File: src/rtl/ddr_cmd_exec.sv
// ---------------------------------------------------------------------------
// ddr_cmd_exec
//
// Drains a first-word-fall-through command FIFO and turns its entries into
// memory-controller app_* transactions.
//   WT entry : issue one write command, then stream burst+1 WT entries as
//              write beats (the head entry's data/mask go straight out).
//   RD entry : issue one read command, popping the entry on acceptance,
//              then forward burst+1 returned read beats (registered).
//   IDE/CMD  : discarded, one per cycle.
//
// Ports
//   clk, rstn                  : clock, asynchronous active-low reset
//   io_pop_*                   : FIFO head entry (io_pop_ready = head valid),
//                                io_pop_valid = this block takes the head
//   app_cmd/_en/addr/burst_num : command request, app_cmd_rdy accepts it
//   app_wdf_*                  : write beat channel, app_wdf_rdy accepts it
//   app_rd_data/_valid         : read return, cannot be stalled
//   rd_valid/rd_data/rd_last   : registered read return to the user
//   busy                       : FSM not in IDLE
//   err                        : sticky protocol error
// ---------------------------------------------------------------------------
module ddr_cmd_exec #(
    parameter int ADDR_WIDTH = 27,
    parameter int BRST_WIDTH = 6,
    parameter int DATA_WIDTH = 128,
    parameter int MASK_WIDTH = 16
) (
    input  logic                  clk,
    input  logic                  rstn,
    output logic                  io_pop_valid,
    input  logic                  io_pop_ready,
    input  logic [1:0]            io_pop_cmd_type,
    input  logic [ADDR_WIDTH-1:0] io_pop_addr,
    input  logic [BRST_WIDTH-1:0] io_pop_burst_cnt,
    input  logic [DATA_WIDTH-1:0] io_pop_wt_data,
    input  logic [MASK_WIDTH-1:0] io_pop_wt_mask,
    output logic [2:0]            app_cmd,
    output logic                  app_cmd_en,
    output logic [ADDR_WIDTH-1:0] app_addr,
    output logic [BRST_WIDTH-1:0] app_burst_number,
    input  logic                  app_cmd_rdy,
    output logic                  app_wdf_wren,
    output logic [DATA_WIDTH-1:0] app_wdf_data,
    output logic [MASK_WIDTH-1:0] app_wdf_mask,
    output logic                  app_wdf_end,
    input  logic                  app_wdf_rdy,
    input  logic [DATA_WIDTH-1:0] app_rd_data,
    input  logic                  app_rd_data_valid,
    output logic                  rd_valid,
    output logic [DATA_WIDTH-1:0] rd_data,
    output logic                  rd_last,
    output logic                  busy,
    output logic                  err
);

    localparam int CNT_WIDTH = BRST_WIDTH + 1;

    localparam logic [1:0] TYPE_IDE = 2'd0;
    localparam logic [1:0] TYPE_CMD = 2'd1;
    localparam logic [1:0] TYPE_WT  = 2'd2;
    localparam logic [1:0] TYPE_RD  = 2'd3;

    localparam logic [2:0] APP_CMD_WRITE = 3'd0;
    localparam logic [2:0] APP_CMD_READ  = 3'd1;

    typedef enum logic [2:0] {
        IDLE    = 3'd0,
        WT_CMD  = 3'd1,
        WT_DATA = 3'd2,
        RD_CMD  = 3'd3,
        RD_WAIT = 3'd4
    } state_t;

    state_t state_reg;
    state_t state_next;

    logic [ADDR_WIDTH-1:0] addr_reg;
    logic [BRST_WIDTH-1:0] burst_reg;
    logic [CNT_WIDTH-1:0]  beat_cnt_reg;
    logic [CNT_WIDTH-1:0]  rd_cnt_reg;
    logic                  rd_valid_reg;
    logic                  rd_last_reg;
    logic [DATA_WIDTH-1:0] rd_data_reg;
    logic                  err_reg;

    // ------------------------------------------------------------------
    // Shared decode
    // ------------------------------------------------------------------
    logic [CNT_WIDTH-1:0] burst_ext;
    logic                 head_is_wt;
    logic                 head_is_rd;
    logic                 idle_take_wt;
    logic                 idle_take_rd;
    logic                 wt_last;
    logic                 wt_abort;
    logic                 wt_accept;
    logic                 rd_cmd_accept;
    logic                 rd_beat;
    logic                 rd_last_beat;
    logic                 stray_rd;

    // Counters are one bit wider than the burst field so that burst=63
    // (64 beats) compares without wrapping.
    assign burst_ext     = {1'b0, burst_reg};
    assign head_is_wt    = (io_pop_cmd_type == TYPE_WT);
    assign head_is_rd    = (io_pop_cmd_type == TYPE_RD);
    assign idle_take_wt  = (state_reg == IDLE) && io_pop_ready && head_is_wt;
    assign idle_take_rd  = (state_reg == IDLE) && io_pop_ready && head_is_rd;
    assign wt_last       = (beat_cnt_reg == burst_ext);
    // A non-WT entry at the head mid-burst means the FIFO content is out of
    // step with the burst length: abandon the burst and leave the entry.
    assign wt_abort      = (state_reg == WT_DATA) && io_pop_ready && !head_is_wt;
    assign wt_accept     = (state_reg == WT_DATA) && io_pop_ready && head_is_wt
                           && app_wdf_rdy;
    assign rd_cmd_accept = (state_reg == RD_CMD) && app_cmd_rdy;
    assign rd_beat       = (state_reg == RD_WAIT) && app_rd_data_valid;
    assign rd_last_beat  = (rd_cnt_reg == burst_ext);
    assign stray_rd      = (state_reg != RD_WAIT) && app_rd_data_valid;

    // ------------------------------------------------------------------
    // State register
    // ------------------------------------------------------------------
    always_ff @(posedge clk or negedge rstn) begin
        if (!rstn) begin
            state_reg <= IDLE;
        end else begin
            state_reg <= state_next;
        end
    end

    // ------------------------------------------------------------------
    // Next-state logic
    // ------------------------------------------------------------------
    always_comb begin
        state_next = state_reg;
        case (state_reg)
            IDLE: begin
                if (idle_take_wt) begin
                    state_next = WT_CMD;
                end else if (idle_take_rd) begin
                    state_next = RD_CMD;
                end
            end
            WT_CMD: begin
                if (app_cmd_rdy) begin
                    state_next = WT_DATA;
                end
            end
            WT_DATA: begin
                if (wt_abort) begin
                    state_next = IDLE;
                end else if (wt_accept && wt_last) begin
                    state_next = IDLE;
                end
            end
            RD_CMD: begin
                if (app_cmd_rdy) begin
                    state_next = RD_WAIT;
                end
            end
            RD_WAIT: begin
                if (rd_beat && rd_last_beat) begin
                    state_next = IDLE;
                end
            end
            default: begin
                state_next = IDLE;
            end
        endcase
    end

    // ------------------------------------------------------------------
    // Output logic. Everything is gated by rstn so that a reset pulse
    // silences pops and strobes at once, even though IDLE would otherwise
    // discard an IDE/CMD head combinationally.
    // ------------------------------------------------------------------
    always_comb begin
        io_pop_valid = 1'b0;
        app_cmd      = APP_CMD_WRITE;
        app_cmd_en   = 1'b0;
        app_wdf_wren = 1'b0;
        app_wdf_end  = 1'b0;
        app_wdf_data = '0;
        app_wdf_mask = '0;
        if (rstn) begin
            case (state_reg)
                IDLE: begin
                    io_pop_valid = io_pop_ready && !head_is_wt && !head_is_rd;
                end
                WT_CMD: begin
                    app_cmd_en = 1'b1;
                    app_cmd    = APP_CMD_WRITE;
                end
                WT_DATA: begin
                    app_wdf_wren = io_pop_ready && !wt_abort;
                    io_pop_valid = app_wdf_rdy && !wt_abort;
                    app_wdf_end  = wt_last;
                    app_wdf_data = io_pop_wt_data;
                    app_wdf_mask = io_pop_wt_mask;
                end
                RD_CMD: begin
                    app_cmd_en   = 1'b1;
                    app_cmd      = APP_CMD_READ;
                    io_pop_valid = app_cmd_rdy;
                end
                default: begin
                end
            endcase
        end
    end

    assign app_addr         = addr_reg;
    assign app_burst_number = burst_reg;
    assign busy             = (state_reg != IDLE);
    assign rd_valid         = rd_valid_reg;
    assign rd_data          = rd_data_reg;
    assign rd_last          = rd_last_reg;
    assign err              = err_reg;

    // ------------------------------------------------------------------
    // Datapath: command latch, beat counters, read return, error flag
    // ------------------------------------------------------------------
    always_ff @(posedge clk or negedge rstn) begin
        if (!rstn) begin
            addr_reg     <= '0;
            burst_reg    <= '0;
            beat_cnt_reg <= '0;
            rd_cnt_reg   <= '0;
            rd_valid_reg <= 1'b0;
            rd_last_reg  <= 1'b0;
            rd_data_reg  <= '0;
            err_reg      <= 1'b0;
        end else begin
            if (idle_take_wt || idle_take_rd) begin
                addr_reg  <= io_pop_addr;
                burst_reg <= io_pop_burst_cnt;
            end

            if (idle_take_wt) begin
                beat_cnt_reg <= '0;
            end else if (wt_accept) begin
                beat_cnt_reg <= beat_cnt_reg + CNT_WIDTH'(1);
            end

            if (rd_cmd_accept) begin
                rd_cnt_reg <= '0;
            end else if (rd_beat) begin
                rd_cnt_reg <= rd_cnt_reg + CNT_WIDTH'(1);
            end

            // Read beats are forwarded one cycle late; stray beats are dropped.
            rd_valid_reg <= rd_beat;
            rd_last_reg  <= rd_beat && rd_last_beat;
            if (rd_beat) begin
                rd_data_reg <= app_rd_data;
            end

            if (wt_abort || stray_rd) begin
                err_reg <= 1'b1;
            end
        end
    end

endmodule

File: config.mk
export PLATFORM = sky130hd
export DESIGN_NAME = ddr_cmd_exec
export DESIGN_NICKNAME = d
export VERILOG_FILES = /design/src/rtl/ddr_cmd_exec.sv
export SDC_FILE = /design/constraint.sdc
export NUM_CORES = 1
export LEC_CHECK = 0
export CAP_MARGIN = 20
export CORE_AREA = 2 2 246 248
export DETAILED_ROUTE_END_ITERATION = 12
export DIE_AREA = 0 0 248 250
export GPL_TIMING_DRIVEN = 0
export PLACE_DENSITY_LB_ADDON = 0.08
export SLEW_MARGIN = 30
export SYNTH_ARGS = -nofsm -noshare
export SYNTH_HDL_FRONTEND = slang
export SYNTH_SLANG_ARGS = --single-unit
File: constraint.sdc
create_clock -name clk -period 2.5 [get_ports clk]
set_clock_uncertainty 0.15 [all_clocks]
set_input_delay 0.375 -clock clk [delete_from_list [all_inputs] [get_ports clk]]
set_output_delay 0.375 -clock clk [all_outputs]
set_load 0.01 [all_outputs]
==> key figures, run 1 <==
Timing
  • Slew HR: 56.4%
  • F_max: 396 MHz
  • Final period utilization: 101%
  • Tmin final: 2520 ps
  • Setup slack after layout: -24.7 ps
  • Tightest Pin Transition: 648 ps
  • Setup TNS: -34.1 ps
  • Final hold slack: 337 ps
  • Final setup viols: 2
  • RSZ-0062 raised after global routing: true
  • Final slew viol count: 0
  • Final Hold Viols: 0

Synth
  • Post-synth EDFFs: 0
  • Share of synthesized flip-flops with an asynchronous set or reset: 100%
  • Post-synth top flop: dfrtp_1
  • Synth Warn #: 0
  • Post-Syn Area per Cell: 12.9 um^2
  • Sequential fraction of the synthesis area: 55.6%
  • Synth Register Bits: 181
  • Syn Inst Count: 630
  • Synthesized cell area: 8150 um^2
  • Count of cell types in the netlist: 42

Place
  • DP Wirelength: 38400 um
  • Post-DP Area: 15500 um^2
  • GP Congestion: 0.835
  • # port buffers: 626

GRT
  • Gr ovfl total: 0
  • First-pass GRT wire length: 65200 um
  • Largest net degree at the start of global routing: 64
  • GRT Util Overall: 15.1%
  • Vias in the first global route: 8444
  • Antenna violations before repair: 33

Detailed routing
  • # DRC: 0
  • Length of the first detailed-routing pass in iterations: 4
  • Via count: 7842
  • Met3 routed WL: 4580 um
  • Routed WL per cell: 22.4 um
  • Routed WL: 48000 um
  • Routed Antenna Nets: 0
  • Drt initial violations: 189
  • Vias per cell: 3.66
  • Highest Signal Layer: met5
  • Met1 Routed Length: 15100 um
  • Met2 routed WL: 26300 um

Clocking
  • H-tree depth: 4
  • Clock tree buffer depth: 2
  • CTS root buf: clkbuf_16
  • Worst-Skew Late Latency: 450 ps
  • Sink Count: 181
  • Total CTS buffers: 17
  • CTS tree: done
  • Clk slew on worst S/H paths: 70 ps

Die
  • Die area: 62000 um^2
  • Starting Density: 13.7%
  • Top-Level Pins: 629
  • Die Y: 250 um
  • CORE AREA: 59600 um^2
  • Die W: 248 um
  • Rows: 90

Worst setup path
  • Critical Path Source Type: flop
  • Critical Path RT: 1980 ps
  • CP Class: reg2out
  • Crit-path max FO: 5
  • Critical Path AT: 2000 ps
  • Crit end category: output pin

Finish
  • Reg area: 4540 um^2
  • Max reg flops: 128
  • Fill cell count: 6260
  • Nets: 1646
  • Design Area, Final: 17200 um^2
  • Share of cells above drive strength 1: 39.4%
  • Area occupied by multi-input gates: 3700 um^2
  • Synth-to-layout area growth: 111%

Power and ir drop
  • Peak supply drop: 486 uV
  • Pwr Total: 0.0158 W
  • Leak: 7.45 nW
  • Power per Cell Area: 919 nW/um^2

Worst hold path
  • Hold WC Path Type: reg2reg

Status
  • Outcome: finished with violations
  • Failing checks: setup timing

Flow run
  • Max Cap Violations: 0
## synth_stat cells (2+ instances only)
cell type / n / share of area, %
or3_1: 2 / 0.15
a21oi_1: 5 / 0.31
nand3_1: 6 / 0.37
buf_4: 3 / 0.28
xnor2_1: 8 / 0.86
inv_1: 4 / 0.18
clkbuf_2: 6 / 0.37
ha_1: 2 / 0.31
nand4_1: 7 / 0.54
buf_2: 18 / 1.1
nand2_1: 9 / 0.41
clkbuf_1: 11 / 0.51
mux2_1: 30 / 4.1
and2_1: 147 / 11
and3_1: 3 / 0.23
nor4_1: 2 / 0.15
nor2b_1: 2 / 0.15
dfrtp_1: 181 / 56
buf_6: 3 / 0.41
o21ai_0: 3 / 0.18
nor2_1: 13 / 0.60
xor2_1: 14 / 1.5
mux2_2: 132 / 18
## kinds of logic after synthesis
group	after synthesis	share of synthesized area (%)
adders and majority gates	2	0.307
muxes	162	22.4
DFF	181	55.6
and+or+nand+nor	201	15.1
other	1	0.0460
xor gates and xnor gates	22	2.36
buffers and inverters	45	2.86
AOI/OAI and AO/OA	16	1.35
## cells in the final DEF (no fill, tap or decap), drive strengths merged, types with 7 or more instances in the layout
master and n:
clkdlybuf4s50 476, buf 226, dfrtp 181, mux2 162, and2 147, clkbuf 33
diode 18, nor2 15, xor2 14, nand2 9, xnor2 8, nand4 7
inv 7
## routing by layer
metal  GRT usage [%]  vias to the layer above
met5               0                        -
met4            6.96                       16
met3            6.01                       87
met2            29.0                      364
met1            13.7                     3836
li1                -                     3539
## layout make-up
cell class	instances	area share [%]
Antenna cell	18	0.261
Buffer	34	1.80
Clock buffer	22	2.81
Clock inverter	10	0.828
Inverter	4	0.0872
Multi-Input combinational cell	405	21.5
Sequential cell	181	26.3
Tap cell	782	5.68
Timing Repair Buffer	688	40.7
## worst max-delay path, stage by stage, from the launching register on
cell      delay [ps]
dfrtp_2          440
buf_6            130
buf_4            150
nor4bb_1         260
clkbuf_4         190
a21oi_1           60
a21oi_1          140
buf_4            180
## what timing repair did
item / CTS / global route
hold buffers: 5 / 1
buffers inserted: 35 / 11
gates resized for setup: 800 / 164
hold endpoints to repair: 148 / 15
endpoints found under the setup margin: 150 / 135
pin swaps: 55 / 40
cloned: 12 / 3
## stage by stage
stage                     worst slack, ps  std cells  util, %
after global routing                 -109       2135     28.9
after global placement              -8600       2039     25.8
after CTS                            -176       2124     28.1
after detailed placement            -1510       2041     26.0
final                               -24.7       2144     28.9
after floorplan                       501        631        -
## power breakdown
| part | switching (W) | total, W | internal [W] | leakage [nW] |
|---|---|---|---|---|
| sequential | 0.000713 | 0.00495 | 0.00423 | 2.23 |
| combinational | 0.00301 | 0.00792 | 0.00491 | 4.90 |
| clock | 0.00127 | 0.00296 | 0.00169 | 0.308 |
| total | 0.00499 | 0.0158 | 0.0108 | 7.45 |
## final timing paths
| path | slack, ps | end | cells past startpoint | start |
|---|---|---|---|---|
| setup / recovery | -20 | io_pop_valid | 7 | state_reg[2]$_DFFE_PN0P_ |
| min in group asynchronous | 450 | rd_last$_DFF_PN0_ | 3 | rstn |
| hold reg to reg | 340 | app_addr[3]$_DFFE_PN0P_ | 1 | app_addr[3]$_DFFE_PN0P_ |
| hold / removal | 340 | app_addr[3]$_DFFE_PN0P_ | 1 | app_addr[3]$_DFFE_PN0P_ |
| max in group asynchronous | 1120 | rd_data[4]$_DFFE_PN0P_ | 4 | rstn |
| setup reg to reg | 330 | state_reg[2]$_DFFE_PN0P_ | 6 | state_reg[0]$_DFFE_PN0P_ |
(Power assumes the default switching activity.)
==> run 2, diff against run 1 <==
--- a/config.mk
+++ b/config.mk
@@ -11,6 +11,7 @@
 export DIE_AREA = 0 0 248 250
 export GPL_TIMING_DRIVEN = 0
 export PLACE_DENSITY_LB_ADDON = 0.08
+export SETUP_SLACK_MARGIN = 0.4
 export SLEW_MARGIN = 30
 export SYNTH_ARGS = -nofsm -noshare
 export SYNTH_HDL_FRONTEND = slang
==> key figures, run 2 (synthesized netlist as in run 1, its figures left out) <==
Worst hold path
  • Hold WC Path Type: reg2reg
  • Hold Crit Start: err$_DFFE_PN0P_

Finish
  • Nets: 1667 (+1.3%)
  • Share of cells above drive strength 1: 44.5% (+5.2 points)
  • Fill cell count: 6191 (-1.1%)
  • Most frequent cells in the layout: clkdlybuf4s50_1, dfrtp_1, buf_6, and2_4, mux2_2
  • Final core area utilization: 30.5% (+1.5 points)
  • Max reg flops: 128 (unchanged)
  • Synth-to-layout area growth: 123%
  • Commonest non-fill, non-tap cell in the layout: clkdlybuf4s50_1
  • Fin cells: 2173 (+1.4%)

Detailed routing
  • Highest Signal Layer: met5
  • Routed WL: 48600 um (+1.2%)
  • Length of the first detailed-routing pass in iterations: 4 (unchanged)
  • Met3 routed WL: 4600 um (+0.42%)
  • Via count: 7957 (+1.5%)
  • Drt initial violations: 178 (-5.8%)
  • Routed Antenna Nets: 0 (unchanged)
  • Vias per cell: 3.66 (+0.11%)
  • Met1 Routed Length: 15100 um (+0.19%)
  • Met2 routed WL: 26800 um (+2.1%)
  • # DRC: 0 (unchanged)
  • Routed WL per cell: 22.4 um (-0.14%)

Worst setup path
  • Reg2reg start: state_reg[2]$_DFFE_PN0P_
  • Critical Path RT: 1980 ps (about the same)
  • Critical Path AT: 1990 ps (about the same)
  • CP Class: reg2out
  • Crit path from: state_reg[2]$_DFFE_PN0P_
  • Critical Path Source Type: flop
  • Crit-path max FO: 8 (+3)
  • Crit end category: output pin

Power and ir drop
  • Int Pwr: 0.0115 W (+6.0%)
  • P_sw: 0.00517 W (+3.6%)
  • Combinational fraction of design power: 52.4% (+2.4 points)
  • Leak: 7.81 nW (+4.9%)
  • Sequential fraction of design power: 29.8% (-1.5 points)
  • Switching share of power: 31.0% (-0.49 points)
  • Peak supply drop: 486 uV (about the same)
  • Power per Cell Area: 918 nW/um^2 (about the same)
  • Clock share of power: 17.8% (-0.9 points)
  • Pwr Total: 0.0167 W (+5.3%)

Clocking
  • Worst-Skew Late Latency: 450 ps (about the same)
  • Clk slew on worst S/H paths: 70 ps (about the same)
  • Sink Count: 181 (unchanged)
  • Total CTS buffers: 17 (unchanged)
  • H-tree depth: 4 (unchanged)
  • CTS tree: done
  • CTS root buf: clkbuf_16
  • Clock tree buffer depth: 2 (unchanged)

Die
  • Die W: 248 um (unchanged)
  • Starting Density: 13.7% (unchanged)
  • Die Y: 250 um (unchanged)
  • CORE AREA: 59600 um^2 (unchanged)
  • Die area: 62000 um^2 (unchanged)
  • Rows: 90 (unchanged)
  • Top-Level Pins: 629 (unchanged)

Status
  • Failing checks: setup timing
  • Outcome: finished with violations

Place
  • # port buffers: 626 (unchanged)
  • Dpl cells: 2041 (unchanged)
  • DP Wirelength: 38400 um (unchanged)
  • GP Congestion: 0.835 (unchanged)

GRT
  • First-pass GRT wire length: 64800 um (-0.68%)
  • GRT Util Overall: 15.0% (-0.098 points)
  • Gr ovfl total: 0 (unchanged)
  • Antenna violations before repair: 36 (+9.1%)
  • Largest net degree at the start of global routing: 64 (unchanged)
  • Vias in the first global route: 8378 (-0.78%)

Flow run
  • Max Cap Violations: 0 (unchanged)

Timing
  • Final period utilization: 100% (-0.58 points)
  • Setup slack after layout: -10.3 ps (+14.4 ps)
  • Tightest Pin Transition: 570 ps (-78.1 ps)
  • Tmin final: 2510 ps (-14.4 ps)
  • Final Hold Viols: 0 (unchanged)
  • RSZ-0062 raised after global routing: true
  • Final setup viols: 4 (+2)
  • Slew HR: 61.8% (+5.4 points)
  • F_max: 398 MHz (+0.57%)
  • Final slew viol count: 0 (unchanged)
run 2: layout make-up:
type / instances / area [um^2] / area share, %
antenna: 26 / 65.1 / 0.359
inverter: 4 / 15.0 / 0.0828
multi-input combinational: 405 / 3890 / 21.5
tap: 782 / 978 / 5.39
clock buffer: 22 / 484 / 2.67
buffer: 41 / 508 / 2.80
timing repair buffer: 702 / 7510 / 41.4
sequential: 181 / 4540 / 25.0
clock inverter: 10 / 143 / 0.786
run 2: final timing paths:
kind                                            endpoint  slack, ps  cells after the start
worst max register to register  app_addr[13]$_DFFE_PN0P_        160                      9
min in group asynchronous              rd_last$_DFF_PN0_        450                      3
worst min-delay path                     err$_DFFE_PN0P_        360                      1
worst max-delay path                    app_wdf_data[89]        -10                      9
max in group asynchronous         rd_data[4]$_DFFE_PN0P_       1120                      4
worst min register to register           err$_DFFE_PN0P_        360                      1
run 2: repair_timing:
item                                    4_1_cts  5_1_grt
hold buffers                                  5        1
endpoints found under the setup margin      299      249
resized for setup                           909      212
pin swaps                                    66       79
setup buffers                                25       21
gates cloned                                 14        8
endpoints found under the hold margin       148       15
run 2: power groups by stage:
stage          Clock [W]  Combinational [W]  Sequential, W
2_1_floorplan          0            0.00208        0.00554
3_3_place_gp           0            0.00726        0.00498
3_5_place_dp           0            0.00723        0.00499
4_1_cts          0.00314            0.00803        0.00498
5_1_grt          0.00323            0.00925        0.00516
6_report         0.00297            0.00872        0.00497
run 2: critical path, stage by stage, from the launching register on:
cell and delay (ps):
dfrtp_2 440, nor2b_4 150, nand2_4 60, nor2_4 130, buf_6 140, buf_12 140
buf_8 120, buf_8 110, and2_4 150, buf_6 100
run 2: stage by stage:
| step | hold WS [ps] | setup slack, ps | instance area, um^2 | setup TNS [ps] |
|---|---|---|---|---|
| floorplan | -70.6 | 501 | 8150 | 0 |
| global route | 352 | -100 | 18100 | -4510 |
| detailed placement | 210 | -1510 | 15500 | -195070 |
| finish | 355 | -10.3 | 18100 | -22.0 |
| CTS | 311 | -68.9 | 17000 | -1530 |
| global placement | 317 | -8600 | 15400 | -2744780 |
run 2: metal layers:
metal	global-route usage (%)	up-vias
li1	-	3595
met2	28.7	369
met5	0	-
met3	6.08	71
met1	13.4	3904
met4	7.46	18
